<file path="config.mk">
export PLATFORM = sky130hd
export DESIGN_NAME = timer
export DESIGN_NICKNAME = d
export VERILOG_FILES = /design/src/rtl/timer.sv
export SDC_FILE = /design/constraint.sdc
export NUM_CORES = 1
export LEC_CHECK = 0
export CAP_MARGIN = 25
export CELL_PAD_IN_SITES_DETAIL_PLACEMENT = 1
export CELL_PAD_IN_SITES_GLOBAL_PLACEMENT = 1
export CORE_MARGIN = 2
export CORE_UTILIZATION = 45
export CTS_CLUSTER_SIZE = 10
export DETAILED_ROUTE_END_ITERATION = 10
export PLACE_DENSITY_LB_ADDON = 0.1
export SETUP_SLACK_MARGIN = 0.4
export SLEW_MARGIN = 20
export SYNTH_ARGS = -nofsm -noshare
export SYNTH_HDL_FRONTEND = slang
export SYNTH_SLANG_ARGS = --single-unit
</file>
<file path="constraint.sdc">
create_clock -name clk -period 6.1 [get_ports clk]
set_clock_uncertainty 0.1 [all_clocks]
set_input_delay 1.22 -clock clk [delete_from_list [all_inputs] [get_ports clk]]
set_output_delay 1.22 -clock clk [all_outputs]
set_load 0.05 [all_outputs]
</file>
<file path="src/rtl/timer.sv">
// timer: programmable interval timer used as a CP0 interrupt source.
// Word-addressed register window:
//   Addr 0 CTRL   {28'b0, IM, Mode[1:0], Enable}
//   Addr 1 PRESET 32-bit reload value
//   Addr 2 COUNT  32-bit down-counter (read-only)
//   Addr 3 unused (reads 0)
// Ports:
//   clk   system clock, rising edge
//   rst   asynchronous active-low reset
//   Addr  word select [3:2]
//   We    write strobe
//   Din   write data
//   Dout  combinational read of the selected register
//   IRQ   interrupt: level (pending & IM) in one-shot modes,
//         one-cycle pulse per period in auto-reload mode
module timer (
  input  logic        clk,
  input  logic        rst,
  input  logic [3:2]  Addr,
  input  logic        We,
  input  logic [31:0] Din,
  output logic [31:0] Dout,
  output logic        IRQ
);

  typedef enum logic [1:0] {IDLE, LOAD, CNT, INT} state_t;

  state_t      state;
  logic        en;
  logic        im;
  logic [1:0]  mode;
  logic [31:0] preset;
  logic [31:0] count;
  logic        pending;

  logic reload;
  logic int_set;

  // Only mode 1 auto-reloads; modes 0, 2 and 3 are one-shot.
  assign reload  = (mode == 2'd1);
  // One-shot expiry this cycle: pending is being set on this edge.
  assign int_set = (state == INT) && !reload;

  always_ff @(posedge clk or negedge rst) begin
    if (!rst) begin
      state   <= IDLE;
      en      <= 1'b0;
      im      <= 1'b0;
      mode    <= 2'd0;
      preset  <= 32'd0;
      count   <= 32'd0;
      pending <= 1'b0;
    end else begin
      // CPU writes to CTRL/PRESET clear pending, unless an expiry sets
      // it on the same edge: set wins so no interrupt is lost.
      if (We && (Addr == 2'd0 || Addr == 2'd1) && !int_set)
        pending <= 1'b0;
      if (We && Addr == 2'd1)
        preset <= Din;

      case (state)
        IDLE: if (en) state <= LOAD;
        LOAD: begin
          count <= preset;
          state <= CNT;
        end
        CNT: begin
          if (!en) begin
            state <= IDLE;
          end else if (count <= 32'd1) begin
            // PRESET 0 and 1 both spend exactly one cycle here
            count <= 32'd0;
            state <= INT;
          end else begin
            count <= count - 32'd1;
          end
        end
        INT: begin
          if (reload) begin
            state <= LOAD;
          end else begin
            pending <= 1'b1;
            en      <= 1'b0;
            state   <= IDLE;
          end
        end
        default: state <= IDLE;
      endcase

      // Placed after the FSM so a CPU CTRL write overrides the
      // expiry's Enable clear on the same edge.
      if (We && Addr == 2'd0) begin
        en   <= Din[0];
        mode <= Din[2:1];
        im   <= Din[3];
      end
    end
  end

  assign IRQ = im & (reload ? (state == INT) : pending);

  always_comb begin
    Dout = 32'd0;
    case (Addr)
      2'd0:    Dout = {28'd0, im, mode, en};
      2'd1:    Dout = preset;
      2'd2:    Dout = count;
      default: Dout = 32'd0;
    endcase
  end

endmodule

</file>
==> metrics.txt <==
status=complete, no violations; share of layout cells above drive strength 1=~16%; clk sinks=71; final WL=12.3 mm; main flop type after synthesis=dfrtp_1; worst slack at placement=~0.9 ns; number of global-route vias before repair=3969; Clock Power Share=approximately 18%; worst reg2reg setup slack=about 3.0 ns; leading area contributor after synthesis=dfrtp_1; Multi-input gate area=2190 um^2; HP Class=reg2reg; Clock Path Buffers=2; routability congestion estimate from global placement=0.867; Initial Utilization=46.9%; CP Launch Type=primary input; total negative slack=0 ns; post_cts resized=0; GRT overflow=0; DP HPWL=8.48 mm; clock period minus final worst setup slack=5.17 ns; ranking of synthesized cells by area=dfrtp_1 43%, mux2_2 9.5%, a22o_1 6.8%, nand2_1 2.9%, o211ai_1 2.4%; FILL cells=984; actual slew at the worst max-slew pin=0.971 ns; Syn Inst Count=400; antenna viol nets, final=0; synth unique cells=just over 60; cells on worst reg2reg path=7; Post-synth ARST share=100%; pwr dens=approximately 460 nW/um^2; die width=99.8 um; hold_buf cts=0; htree depth=3; Syn Nets=439; Critical Path RT=4.78 ns; Slew HR=35.3%; Nets=roughly 500; Final Slew Violations=0; root buffer cell=clkbuf_8; Highest Clock Rate=just under 200 MHz; Die Ht=99.8 um; average routed wire per standard cell=21.7 um; Setup-failing EPs final=0; largest net degree at the start of global routing=72; Int Pwr=1.28 mW; post-synthesis sequential area ratio=43.0%; Fin. Hold Viols=0; setup slack after layout=a little over 0.9 ns; RSZ-0062 raised after global routing=no; core area=8810 um^2; # IOs=70; crit end category=output pin; Tot Pwr=between 2 and 2.5 mW; commonest cells in the netlist=71 x dfrtp_1, 35 x mux2_2, 32 x a22o_1, 32 x nand2_1, 21 x clkbuf_1; total vias in the final route=between 3000 and 4000; Critical Path Start=Addr[3]; Yosys top cell area share=43.0%; sw frac=45.4%; reg2reg start=state[0]; Area Overhead vs Synth=22.8%; Synth Warn #=0; kind of critical path=in2out; drc violations=0; worst skew pair latency=0.35 ns; sequential power share=38.4%; critical register-to-register path endpoint=count[20]; I/O Buffers=69; starting DRC count in detailed routing=165; FF+latch area=1780 um^2; crit share post-route=between 80% and 90%; setup repair bufs after CTS=0; via/cell ratio=approximately 6.4; Worst IR Drop VDD=0.212 mV; antenna fix cells=0; first-pass GRT wire length=approximately 21 mm; leak pwr=1.98 nW; Post-synth EDFFs=0; Worst Path Max Fanout=15; CP arrival=3.85 ns; total track usage=26.3%; clk slew on worst S/H paths=0.08 ns; number of max-cap violations=0; initial antenna violation count=0; DIE AREA=9960 um^2; Comb pwr share=approximately 44%; Num CTS Buffers=9; mapped cell area=4130 um^2; NetSw=1.07 mW; cell with the most instances after synthesis=dfrtp_1; first-pass iteration count of the detailed router=4; Avg Cell Area, Syn=10.3 um^2; worst setup path end=Dout[30]; number of synthesized register bits=71; CTS tree=done; row cnt=34
==> registers in the layout, summed over array words and instances, names as in the netlist <==
name,cells
count,32
preset,32
mode,2
state,2
en,1
im,1
pending,1
==> cells in the final DEF (no fill, tap or decap), types with 6 or more instances in the layout <==
cell type / instances
o41ai_1: 6
nand3_1: 12
nand4_1: 9
nor2_1: 12
nor3_1: 7
a22o_1: 32
or3_1: 6
mux2_2: 35
dfrtp_1: 71
o21ai_0: 8
nand2_1: 32
a32oi_1: 7
clkbuf_8: 9
a21oi_1: 11
clkdlybuf4s50_1: 68
mux2i_1: 9
o211ai_1: 13
or4_1: 6
nor4_1: 7
buf_4: 7
==> cells by family after synthesis <==
logic type                 Yosys count  share of synthesized area [%]
and+or+nand+nor                    125                           18.1
AOI/OAI and AO/OA                  119                           22.3
DFF                                 71                           43.0
muxes                               44                           11.7
buffers and inverters               39                           4.18
adders and majority gates            2                          0.606
==> worst max-delay path, stage by stage <==
cell             delay (ns)
clkdlybuf4s50_1        0.66
nor2b_2                0.61
buf_4                  0.35
a22o_1                 0.19
clkdlybuf4s50_1        0.80
==> metrics by stage <==
step                      cell area, um^2  hold WS (ns)  instances  util, %
after detailed placement             4860         0.384        552     55.2
after floorplan                      4130         0.351        400        -
after CTS                            5070         0.401        568     57.6
after global placement               4860         0.362        552     55.2
after global routing                 5070         0.419        568     57.6
final                                5070         0.394        568     57.6
==> power by group through the flow <==
| stage | Sequential (mW) | Combinational [mW] | Clock [mW] |
|---|---|---|---|
| 2_1_floorplan | 0.786 | 0.810 | 0 |
| 5_1_grt | 0.934 | 1.13 | 0.440 |
| 3_3_place_gp | 0.890 | 0.988 | 0 |
| 3_5_place_dp | 0.904 | 1.03 | 0 |
| 4_1_cts | 0.898 | 1.04 | 0.420 |
| 6_report | 0.903 | 1.04 | 0.411 |
==> per-layer routing <==
layer | wire length (um) | up-vias | global-route usage (%)
met5 | 0 | - | 0
met4 | 265 | 0 | 8.85
met3 | 551 | 25 | 5.08
met2 | 5930 | 104 | 42.4
met1 | 5590 | 1853 | 35.8
li1 | - | 1676 | -
==> final cells by class <==
type	instances	share of cell area, %
Timing Repair Buffer	76	14.6
Tap cell	108	2.67
Clock buffer	12	2.67
Sequential cell	71	35.1
Clock inverter	4	1.38
Inverter	7	0.518
Multi-Input combinational cell	290	43.1
==> how the worst min path moves through the flow <==
| stage | from | endpoint | slack [ns] | depth (start not counted) |
|---|---|---|---|---|
| after floorplan | pending | pending | 0.35 | 1 |
| after global placement | pending | pending | 0.36 | 1 |
| after detailed placement | pending | pending | 0.38 | 1 |
| after CTS | pending | pending | 0.40 | 1 |
| after global routing | pending | pending | 0.42 | 1 |
| final | pending | pending | 0.39 | 1 |
Power figures use the tool's default switching activity.
